--- src/rtl/serial_frame_tx_pkg.sv ---
// Shared definitions for the serial frame transmitter and its bus analyser decoder.
package serial_frame_tx_pkg;

    // Frame layout: START, CMD (LSB first), ADDR (LSB first), EOF
    localparam int CMD_W      = 8;
    localparam int ADDR_W     = 4;
    localparam int EOF_W      = 2;
    localparam int FRAME_BITS = 1 + CMD_W + ADDR_W + EOF_W;
    localparam int REQ_W      = CMD_W + ADDR_W;
    localparam int LEVEL_W    = 5;

    localparam logic START_LVL = 1'b0;
    localparam logic EOF_LVL   = 1'b1;
    localparam logic IDLE_LVL  = 1'b1;

    typedef enum logic [2:0] {
        StIdle,
        StStart,
        StCmd,
        StAddr,
        StEof,
        StGap
    } tx_state_e;

    // Queue entries are {cmd, addr}; the shifter wants addr above cmd so bits leave LSB first.
    function automatic logic [REQ_W-1:0] frame_order(input logic [REQ_W-1:0] cmd_addr);
        return {cmd_addr[ADDR_W-1:0], cmd_addr[REQ_W-1:ADDR_W]};
    endfunction

endpackage

--- src/rtl/sft_fifo.sv ---
// Request queue: power-of-two deep FIFO with level count and same-edge push/pop.
module sft_fifo
    import serial_frame_tx_pkg::*;
#(
    parameter int unsigned WIDTH = 12,
    parameter int unsigned DEPTH = 4
) (
    input  logic               clk,
    input  logic               rst,
    input  logic               i_push,
    input  logic               i_pop,
    input  logic [WIDTH-1:0]   i_data,
    output logic [WIDTH-1:0]   o_data,
    output logic               o_full,
    output logic               o_empty,
    output logic [LEVEL_W-1:0] o_level
);

    localparam int unsigned PTR_W = $clog2(DEPTH);

    logic [WIDTH-1:0]   r_mem [DEPTH];
    logic [PTR_W-1:0]   r_wr_ptr;
    logic [PTR_W-1:0]   r_rd_ptr;
    logic [LEVEL_W-1:0] r_level;
    logic               w_do_push;
    logic               w_do_pop;

    assign o_full    = (r_level == LEVEL_W'(DEPTH));
    assign o_empty   = (r_level == '0);
    assign o_level   = r_level;
    assign o_data    = r_mem[r_rd_ptr];
    // A pop frees the slot a simultaneous push lands in, so writing at full is safe then.
    assign w_do_push = i_push && (!o_full || i_pop);
    assign w_do_pop  = i_pop && !o_empty;

    // Pointer and level bookkeeping.
    always_ff @(posedge clk) begin
        if (!rst) begin
            r_wr_ptr <= '0;
            r_rd_ptr <= '0;
            r_level  <= '0;
        end else begin
            if (w_do_push) r_wr_ptr <= r_wr_ptr + 1'b1;
            if (w_do_pop)  r_rd_ptr <= r_rd_ptr + 1'b1;
            if (w_do_push && !w_do_pop)      r_level <= r_level + 5'd1;
            else if (!w_do_push && w_do_pop) r_level <= r_level - 5'd1;
        end
    end

    // Storage array; contents need no reset because the level gates every read.
    always_ff @(posedge clk) begin
        if (w_do_push) r_mem[r_wr_ptr] <= i_data;
    end

endmodule

--- src/rtl/serial_frame_tx.sv ---
// Serial frame transmitter: queues {cmd, addr} requests and shifts them out as framed bits.
module serial_frame_tx
    import serial_frame_tx_pkg::*;
#(
    parameter int unsigned DIV      = 1,
    parameter int unsigned DEPTH    = 4,
    parameter int unsigned GAP_BITS = 2
) (
    input  logic               clk,
    input  logic               rst,
    input  logic               i_req_valid,
    output logic               o_req_ready,
    input  logic [CMD_W-1:0]   i_req_cmd,
    input  logic [ADDR_W-1:0]  i_req_addr,
    output logic               o_tx,
    output logic               o_busy,
    output logic               o_frame_done,
    output logic [LEVEL_W-1:0] o_q_level
);

    localparam logic [7:0] BIT_RELOAD = 8'(DIV - 1);
    localparam logic [3:0] CMD_LAST   = 4'(CMD_W - 1);
    localparam logic [3:0] ADDR_LAST  = 4'(ADDR_W - 1);
    localparam logic [3:0] EOF_LAST   = 4'(EOF_W - 1);
    localparam logic [3:0] GAP_LAST   = 4'(GAP_BITS - 1);

    tx_state_e        r_state, w_state_d;
    logic             r_tx, w_tx_d;
    logic             r_done, w_done_d;
    logic [7:0]       r_timer, w_timer_d;
    logic [3:0]       r_cnt, w_cnt_d;
    logic [REQ_W-1:0] r_shift, w_shift_d;
    logic             w_tick;
    logic             w_launch;
    logic             w_full;
    logic             w_empty;
    logic [REQ_W-1:0] w_head;

    sft_fifo #(
        .WIDTH (REQ_W),
        .DEPTH (DEPTH)
    ) u_fifo (
        .clk     (clk),
        .rst     (rst),
        .i_push  (i_req_valid && o_req_ready),
        .i_pop   (w_launch),
        .i_data  ({i_req_cmd, i_req_addr}),
        .o_data  (w_head),
        .o_full  (w_full),
        .o_empty (w_empty),
        .o_level (o_q_level)
    );

    assign o_req_ready  = !w_full;
    assign o_tx         = r_tx;
    assign o_busy       = (r_state != StIdle);
    assign o_frame_done = r_done;
    assign w_tick       = (r_timer == 8'd0);

    // State, line, bit-timer, field counter and shifter registers.
    always_ff @(posedge clk) begin
        if (!rst) begin
            r_state <= StIdle;
            r_tx    <= IDLE_LVL;
            r_done  <= 1'b0;
            r_timer <= 8'd0;
            r_cnt   <= 4'd0;
            r_shift <= '0;
        end else begin
            r_state <= w_state_d;
            r_tx    <= w_tx_d;
            r_done  <= w_done_d;
            r_timer <= w_timer_d;
            r_cnt   <= w_cnt_d;
            r_shift <= w_shift_d;
        end
    end

    // Next-state: advance one bit per timer expiry, launch a new frame from IDLE or GAP end.
    always_comb begin
        w_state_d = r_state;
        w_tx_d    = r_tx;
        w_done_d  = 1'b0;
        w_timer_d = w_tick ? r_timer : r_timer - 8'd1;
        w_cnt_d   = r_cnt;
        w_shift_d = r_shift;
        w_launch  = 1'b0;
        unique case (r_state)
            StIdle: w_launch = !w_empty;
            StStart: begin
                if (w_tick) begin
                    w_state_d = StCmd;
                    w_tx_d    = r_shift[0];
                    w_timer_d = BIT_RELOAD;
                    w_cnt_d   = 4'd0;
                end
            end
            StCmd: begin
                if (w_tick) begin
                    // r_shift[1] after the last CMD bit is already ADDR bit 0
                    w_timer_d = BIT_RELOAD;
                    w_shift_d = r_shift >> 1;
                    w_tx_d    = r_shift[1];
                    if (r_cnt == CMD_LAST) begin
                        w_state_d = StAddr;
                        w_cnt_d   = 4'd0;
                    end else begin
                        w_cnt_d = r_cnt + 4'd1;
                    end
                end
            end
            StAddr: begin
                if (w_tick) begin
                    w_timer_d = BIT_RELOAD;
                    if (r_cnt == ADDR_LAST) begin
                        w_state_d = StEof;
                        w_tx_d    = EOF_LVL;
                        w_cnt_d   = 4'd0;
                    end else begin
                        w_shift_d = r_shift >> 1;
                        w_tx_d    = r_shift[1];
                        w_cnt_d   = r_cnt + 4'd1;
                    end
                end
            end
            StEof: begin
                if (w_tick) begin
                    w_timer_d = BIT_RELOAD;
                    if (r_cnt == EOF_LAST) begin
                        w_state_d = StGap;
                        w_tx_d    = IDLE_LVL;
                        w_done_d  = 1'b1;
                        w_cnt_d   = 4'd0;
                    end else begin
                        w_cnt_d = r_cnt + 4'd1;
                    end
                end
            end
            StGap: begin
                if (w_tick) begin
                    if (r_cnt == GAP_LAST) begin
                        w_state_d = StIdle;
                        w_cnt_d   = 4'd0;
                        w_launch  = !w_empty;
                    end else begin
                        w_timer_d = BIT_RELOAD;
                        w_cnt_d   = r_cnt + 4'd1;
                    end
                end
            end
            default: w_state_d = StIdle;
        endcase
        if (w_launch) begin
            w_state_d = StStart;
            w_tx_d    = START_LVL;
            w_timer_d = BIT_RELOAD;
            w_cnt_d   = 4'd0;
            w_shift_d = frame_order(w_head);
        end
    end

endmodule
--- config.mk ---
export PLATFORM = sky130hd
export DESIGN_NAME = serial_frame_tx
export DESIGN_NICKNAME = d
export VERILOG_FILES = /design/src/rtl/serial_frame_tx_pkg.sv /design/src/rtl/sft_fifo.sv /design/src/rtl/serial_frame_tx.sv
export SDC_FILE = /design/constraint.sdc
export NUM_CORES = 1
export LEC_CHECK = 0
export CAP_MARGIN = 5
export CORE_UTILIZATION = 45
export DETAILED_ROUTE_END_ITERATION = 16
export GPL_ROUTABILITY_DRIVEN = 0
export PLACE_DENSITY_LB_ADDON = 0.3
export SLEW_MARGIN = 40
export SYNTH_ARGS = -nofsm -noshare
export SYNTH_HDL_FRONTEND = slang
export SYNTH_SLANG_ARGS = --single-unit
export TNS_END_PERCENT = 20
--- constraint.sdc ---
create_clock -name clk -period 2.8 [get_ports clk]
set_input_delay 0.42 -clock clk [delete_from_list [all_inputs] [get_ports clk]]
set_output_delay 0.42 -clock clk [all_outputs]
set_load 0.01 [all_outputs]
==> metrics, run 1 <==
status finished, final reports clean; fin crit share 0.971; Via density 5.53; NetSw 1550 µW; Leak Pwr 0.00174 µW; Syn Inst Count 312; final net count 389; CP Capture Type flop; hold-fix buffers at CTS 0; antenna viol nets, final 0; asr flop ratio synth 0; row count 33; Initial Util 0.470; TritonCTS clock tree yes; Worst Path Max Fanout 3; top cells by area, synth edfxtp_1 (37%), dfxtp_1 (20%), mux4_2 (6.9%); Logic pwr share 0.412; DR DRC count 0; register bit total from synthesis 88; actual slew at the worst max-slew pin 0.639 ns; DR WL/cell 15.4 µm; Seq pwr share 0.391; ys flop type edfxtp_1; CTS buffer count 9; Post-synth EDFFs 48; worst min-delay path class flop to flop; Crit path max-delay family adder cells; Cell Int Power 2890 µW; vias in the first global route 2620; final WL 7.24 mm; clock sink total 88; ant diodes 0; root buf cell clkbuf_8; final HPWL from detailed placement 4.94 mm; final setup vio count 0; Mapped Avg Cell Area 12.6 µm²; Synth Cell Area 0.00392 mm²; crit path buf inv count 4; Yosys top cell by area edfxtp_1; Clk Latency, worst-skew pair 0.37 ns; post-synthesis sequential area ratio 0.572; initial antenna violation count 0; switching share of power 0.349; Max IR drop VDD 0.481 mV; max cap viols 0; vias 2597; CTS max path bufs 2; largest net degree at the start of global routing 20; top post-synthesis cells by count edfxtp_1 (48), dfxtp_1 (40), nor2_1 (20); Non-Filler Instances 470; Global Route Usage Sum 0.180; register clock-pin slew on the reported worst setup and hold paths 0.10 ns; syn_nets 341; Pre-antenna DRT Iters 4; crit path kind flop to flop; final number of max-transition violations 0; count leader, synth edfxtp_1; port bufs 23; H-tree levels 3; Setup TNS 0 ns; Clock power frac 0.197; Initial DRC Count 129; RSZ-0062 raised after global routing yes; Max Freq 368 MHz; area of the core 0.00834 mm²; critical path arrival 3.03 ns; layout cell share with drive strength beyond 1 0.214; Yosys cell types 48; CP startpoint kind flop; post-route setup slack 0.0806 ns; gr ovfl total 0; hold_ws 0.501 ns; crit-path max cell delay 0.35 ns; die footprint 0.00909 mm²; # IOs 24; worst-path cell chain inv_1, ha_1, nor3b_2, nand3_2, o21a_1, nor2_1, inv_1, ha_2, inv_2, buf_4, fa_2, a21o_1, a21oi_2, xnor2_1, or3_1, a21oi_1; warnings from Yosys 0; CP most frequent cell inv_1; area delta synth->final 19.2%; post-layout min period 2.72 ns; placed cell count 452; pre-CTS setup slack -0.00246 ns; Final Core Density 0.561; Pwr Density 950 mW/mm²; Synth top area share 0.368; chip width 95.4 µm; critical path's slowest cell fa_2; CP required 3.11 ns; relative slew slack 0.574; clock skew 0.0133 ns; final hold vios 0; global-route wire length before repair 12.3 mm; Die Span Y 95.4 µm
-- worst paths after layout --
check / startpoint / to / slack [ns] / cells after the start
max: r_cnt[1]$_SDFFE_PP0P_ / u_fifo.o_level[4]$_SDFFE_PN0P_ / 0.08 / 16
min: r_shift[11]$_SDFFE_PN0P_ / r_shift[11]$_SDFFE_PN0P_ / 0.50 / 2
max reg2reg: r_cnt[1]$_SDFFE_PP0P_ / u_fifo.o_level[4]$_SDFFE_PN0P_ / 0.08 / 16
min reg2reg: r_shift[11]$_SDFFE_PN0P_ / r_shift[11]$_SDFFE_PN0P_ / 0.50 / 2
-- registers in the layout, summed over array words and instances (netlist names), named ones only --
register and cells:
o_frame_done 1, o_tx 1, r_cnt 4, r_shift 12
r_state 3, r_timer 8, u_fifo.o_level 5, u_fifo.r_mem 48
u_fifo.r_rd_ptr 2, u_fifo.r_wr_ptr 2
-- power by group through the flow --
stage | clock, µW | sequential, µW | combinational, µW
after detailed placement | 0 | 1760 | 1780
after global routing | 951 | 1770 | 2010
final | 876 | 1740 | 1830
after global placement | 0 | 1760 | 1730
after CTS | 897 | 1740 | 1780
after floorplan | 0 | 1730 | 1240
-- layout make-up --
class                           count  area, µm²
Clock buffer                        9        124
Clock inverter                      7       71.3
Fill cell                         688       3660
Inverter                           11       43.8
Multi-Input combinational cell    195       1590
Sequential cell                    88       2250
Tap cell                          105        131
Timing Repair Buffer               55        470
-- what timing repair did --
item | CTS | global route
resized for setup | 2 | 7
hold endpoints to repair | 0 | 0
pin swaps | 0 | 6
buffers inserted | 0 | 2
setup endpoints to repair | 1 | 2
-- cell families after synthesis --
kind of cell / share of synthesized area
buf+inv: 0.0329
fa+ha+maj: 0.0466
flops: 0.572
simple gates: 0.116
compound gates: 0.131
xor+xnor: 0.0223
mux: 0.0791
-- layer usage --
metal / global-route usage / share of wire / vias up
met5: 0 / 0 / -
met4: 0.0518 / 0.013 / 0
li1: - / - / 1274
met3: 0.0526 / 0.033 / 13
met1: 0.224 / 0.46 / 1266
met2: 0.302 / 0.49 / 44
-- metrics by stage --
step,power (µW),instance area [µm²]
2_1_floorplan,2980,3940
3_3_place_gp,3490,4440
3_5_place_dp,3540,4440
4_1_cts,4420,4650
5_1_grt,4730,4680
6_report,4440,4680
-- cells in the final DEF, fill, tap and decap left out, types with 7 or more instances in the layout --
cell type,Yosys,routed
inv_1,10,9
ha_1,13,12
xnor2_1,7,7
a21oi_1,19,17
nor3b_1,12,11
edfxtp_1,48,48
o21a_1,12,12
clkdlybuf4s50_1,0,23
mux4_2,12,12
buf_4,0,32
nand2_1,11,11
nor2_1,20,20
clkbuf_8,0,9
dfxtp_1,40,37
a32o_1,11,11
o21ai_0,8,8
-- worst register-to-register path, delay by kind of cell, from the launching register on --
kind	cells	cell delay [ns]
AO/OA/AOI/OAI	4	0.58
XOR/XNOR	1	0.11
flip-flops	1	0.34
buffers and inverters	4	0.30
adder cells (fa/ha/maj)	3	0.71
AND/OR/NAND/NOR	4	0.64
(Power assumes the default switching activity.)
==> inputs of run 2 (changes only) <==
--- a/config.mk
+++ b/config.mk
@@ -8,7 +8,6 @@
 export CAP_MARGIN = 5
 export CORE_UTILIZATION = 45
 export DETAILED_ROUTE_END_ITERATION = 16
-export GPL_ROUTABILITY_DRIVEN = 0
 export PLACE_DENSITY_LB_ADDON = 0.3
 export SLEW_MARGIN = 40
 export SYNTH_ARGS = -nofsm -noshare
==> constraint.sdc (replaced) <==
create_clock -name clk -period 2.8 [get_ports clk]
set_input_delay 0.42 -clock clk [delete_from_list [all_inputs] [get_ports clk]]
set_output_delay 0.42 -clock clk [all_outputs]
set_load 0.05 [all_outputs]
==> run 2 against run 1 <==
Combinational power rose by 8%; non-clock buffer count shrank 6; via count down 0.19%; first-iteration DRC count is 31% higher; register-to-register slack about the same; global-route usage is 0.54 points lower; hold slack got worse by 0.0064 ns; sequential share of layout area about the same; utilization barely moved; largest power group unchanged.
==> metrics, run 2 (same netlist as run 1, synthesis figures left out) <==
# IOs 24 (unchanged); final WL 7.32 mm (was 7.24 mm); clock skew 0.00736 ns (was 0.0133 ns); biggest regs u_fifo.r_mem (48), r_shift (12), r_timer (8) (unchanged); gr ovfl total 0 (unchanged); Reg2Reg Depth 14 (was 16); Placer Congestion 0.865; Clk Latency, worst-skew pair 0.35 ns (was 0.37 ns); Max Freq 367 MHz (was 368 MHz); Initial DRC Count 169 (was 129); Top reg by flops u_fifo.r_mem (unchanged); worst min-delay path class flop to flop (unchanged); Cell Int Power 2890 µW (about the same); critical path arrival 3.00 ns (was 3.03 ns); Worst Path Max Fanout 3 (unchanged); most common cell after layout, fill and taps aside edfxtp_1 (unchanged); register clock-pin slew on the reported worst setup and hold paths 0.10 ns (about the same); Via density 5.59 (was 5.53); vias 2592 (was 2597); DR DRC count 0 (unchanged); actual slew at the worst max-slew pin 0.657 ns (was 0.639 ns); area delta synth->final 19.3% (was 19.2%); H-tree levels 3 (unchanged); port bufs 23 (unchanged); critical path's slowest cell dfxtp_2 (was fa_2); relative slew slack 0.562 (was 0.574); DR WL/cell 15.8 µm (was 15.4 µm); clock sink total 88 (unchanged); CTS buffer count 9 (unchanged); Initial Util 0.470 (unchanged); status finished, final reports clean (unchanged); die footprint 0.00909 mm² (unchanged); worst-path cell chain nor4_4, and3_4, inv_4, o21a_1, nor2_2, inv_2, ha_4, inv_4, ha_4, a21o_1, a21oi_2, xnor2_1, or3_1, a21oi_1 (was inv_1, ha_1, nor3b_2, nand3_2, o21a_1, nor2_1, inv_1, ha_2, inv_2, buf_4, fa_2, a21o_1, a21oi_2, xnor2_1, or3_1, a21oi_1); ant diodes 0 (unchanged); initial antenna violation count 0 (unchanged); post-layout min period 2.72 ns (about the same); area of the core 0.00834 mm² (unchanged); CP startpoint kind flop (unchanged); crit path kind flop to flop (unchanged); CTS max path bufs 2 (unchanged); Seq pwr share 0.385 (was 0.391); NetSw 1690 µW (was 1550 µW); most frequent cells in the layout edfxtp_1 (48), dfxtp_1 (34), buf_4 (26), clkdlybuf4s50_1 (23), nor2_1 (19) (was edfxtp_1 (48), dfxtp_1 (37), buf_4 (32), clkdlybuf4s50_1 (23), nor2_1 (20)); root buf cell clkbuf_8 (unchanged); Reg2Reg Launch Point r_timer[5]$_SDFF_PP0_ (was r_cnt[1]$_SDFFE_PP0P_); Logic pwr share 0.431 (was 0.412); Critical Path Source r_timer[5]$_SDFF_PP0_ (was r_cnt[1]$_SDFFE_PP0P_); TritonCTS clock tree yes (unchanged); met3 wire length 303 µm (was 241 µm); metal2 WL 3.61 mm (was 3.59 mm); CP Capture Type flop (unchanged); layout cell share with drive strength beyond 1 0.220 (was 0.214); final net count 383 (was 389); flop2flop setup slack 0.08 ns (about the same); final HPWL from detailed placement 4.94 mm (about the same); largest net degree at the start of global routing 19 (was 20); Crit path max-delay family simple AND/OR/NAND/NOR gates (was adder cells); Leak Pwr 0.00172 µW (was 0.00174 µW); CP Depth 14 (was 16); switching share of power 0.369 (was 0.349); Final Core Density 0.561 (about the same); final hold vios 0 (unchanged); hold-fix buffers at CTS 0 (unchanged); CP endpoint u_fifo.o_level[4]$_SDFFE_PN0P_ (unchanged); Clock power frac 0.184 (was 0.197); crit-path max cell delay 0.35 ns (about the same); Global Route Usage Sum 0.174 (was 0.180); total design power 4580 µW (was 4440 µW); max cap viols 0 (unchanged); antenna viol nets, final 0 (unchanged); Die Span Y 95.4 µm (unchanged); post-route met1 wirelength 3.31 mm (was 3.33 mm); r2r endpoint u_fifo.o_level[4]$_SDFFE_PN0P_ (unchanged); final setup vio count 0 (unchanged); row count 33 (unchanged); CP required 3.08 ns (was 3.11 ns); global-route wire length before repair 11.8 mm (was 12.3 mm); max reg flops 48 (unchanged); fin crit share 0.973 (was 0.971); chip width 95.4 µm (unchanged); Pre-antenna DRT Iters 4 (unchanged); crit path buf inv count 3 (was 4); Max IR drop VDD 0.430 mV (was 0.481 mV); final number of max-transition violations 0 (unchanged); Pwr Density 979 mW/mm² (was 950 mW/mm²); vias in the first global route 2476 (was 2620); top layer used by detailed routing met4 (unchanged)
-- run 2: cell types whose count changed in the layout (fill, tap and decap cells not counted), sizes merged --
cell / previous run / this run
buf: 32 / 26
clkinv: 0 / 3
inv: 18 / 15
-- run 2: area by class of cell --
| cell class | count | area (µm²) |
|---|---|---|
| multi-input cells | 195 | 1630 |
| fillers | 686 | 3660 |
| inverters | 11 | 46.3 |
| clock buffers | 9 | 124 |
| well taps | 105 | 131 |
| clock inverters | 7 | 68.8 |
| repair buffers | 49 | 425 |
| flip-flops and latches | 88 | 2250 |
-- run 2: repair_timing --
item,CTS,global route
buffers inserted,3,1
gates resized for setup,4,8
pin swaps,3,4
setup endpoints to repair,1,2
-- run 2: metrics by stage --
stage          area (µm²)  TNS, ns  setup WS [ns]  instances  hold slack [ns]
3_5_place_dp         4410  -0.0554        -0.0554        444            0.479
3_3_place_gp         4410        0         0.0354        444            0.459
6_report             4680        0         0.0766        464            0.494
5_1_grt              4680  -0.0507        -0.0507        464            0.515
2_1_floorplan        3970        0         0.0333        312            0.449
4_1_cts              4640        0        0.00184        463            0.501
-- run 2: worst min-delay path, stage by stage (launching register included) --
cell     delay [ns]
dfxtp_1        0.32
nand2_1        0.05
mux2i_1        0.08
-- run 2: metal layers --
layer  up-vias  GRT usage
met5         -          0
met4         0     0.0795
met3        11     0.0359
met2        57      0.283
met1      1262      0.223
li1       1262          -
-- run 2: power groups by stage --
stage | Combinational (µW) | Sequential, µW | Clock (µW)
global route | 2160 | 1790 | 909
finish | 1970 | 1760 | 845
CTS | 1880 | 1760 | 867
detailed placement | 1860 | 1790 | 0
global placement | 1830 | 1780 | 0
floorplan | 1310 | 1840 | 0
-- run 2: how the worst min path moves through the flow --
stage / cells after the start / startpoint / slack (ns) / to
2_1_floorplan: 2 / u_fifo.r_rd_ptr[1]$_SDFFE_PN0P_ / 0.45 / flop
5_1_grt: 2 / u_fifo.r_rd_ptr[1]$_SDFFE_PN0P_ / 0.51 / u_fifo.r_rd_ptr[1]$_SDFFE_PN0P_
6_report: 2 / u_fifo.r_rd_ptr[1]$_SDFFE_PN0P_ / 0.49 / u_fifo.r_rd_ptr[1]$_SDFFE_PN0P_
3_3_place_gp: 2 / u_fifo.r_rd_ptr[1]$_SDFFE_PN0P_ / 0.46 / u_fifo.r_rd_ptr[1]$_SDFFE_PN0P_
3_5_place_dp: 2 / r_shift[11]$_SDFFE_PN0P_ / 0.48 / r_shift[11]$_SDFFE_PN0P_
4_1_cts: 2 / u_fifo.r_rd_ptr[1]$_SDFFE_PN0P_ / 0.50 / u_fifo.r_rd_ptr[1]$_SDFFE_PN0P_
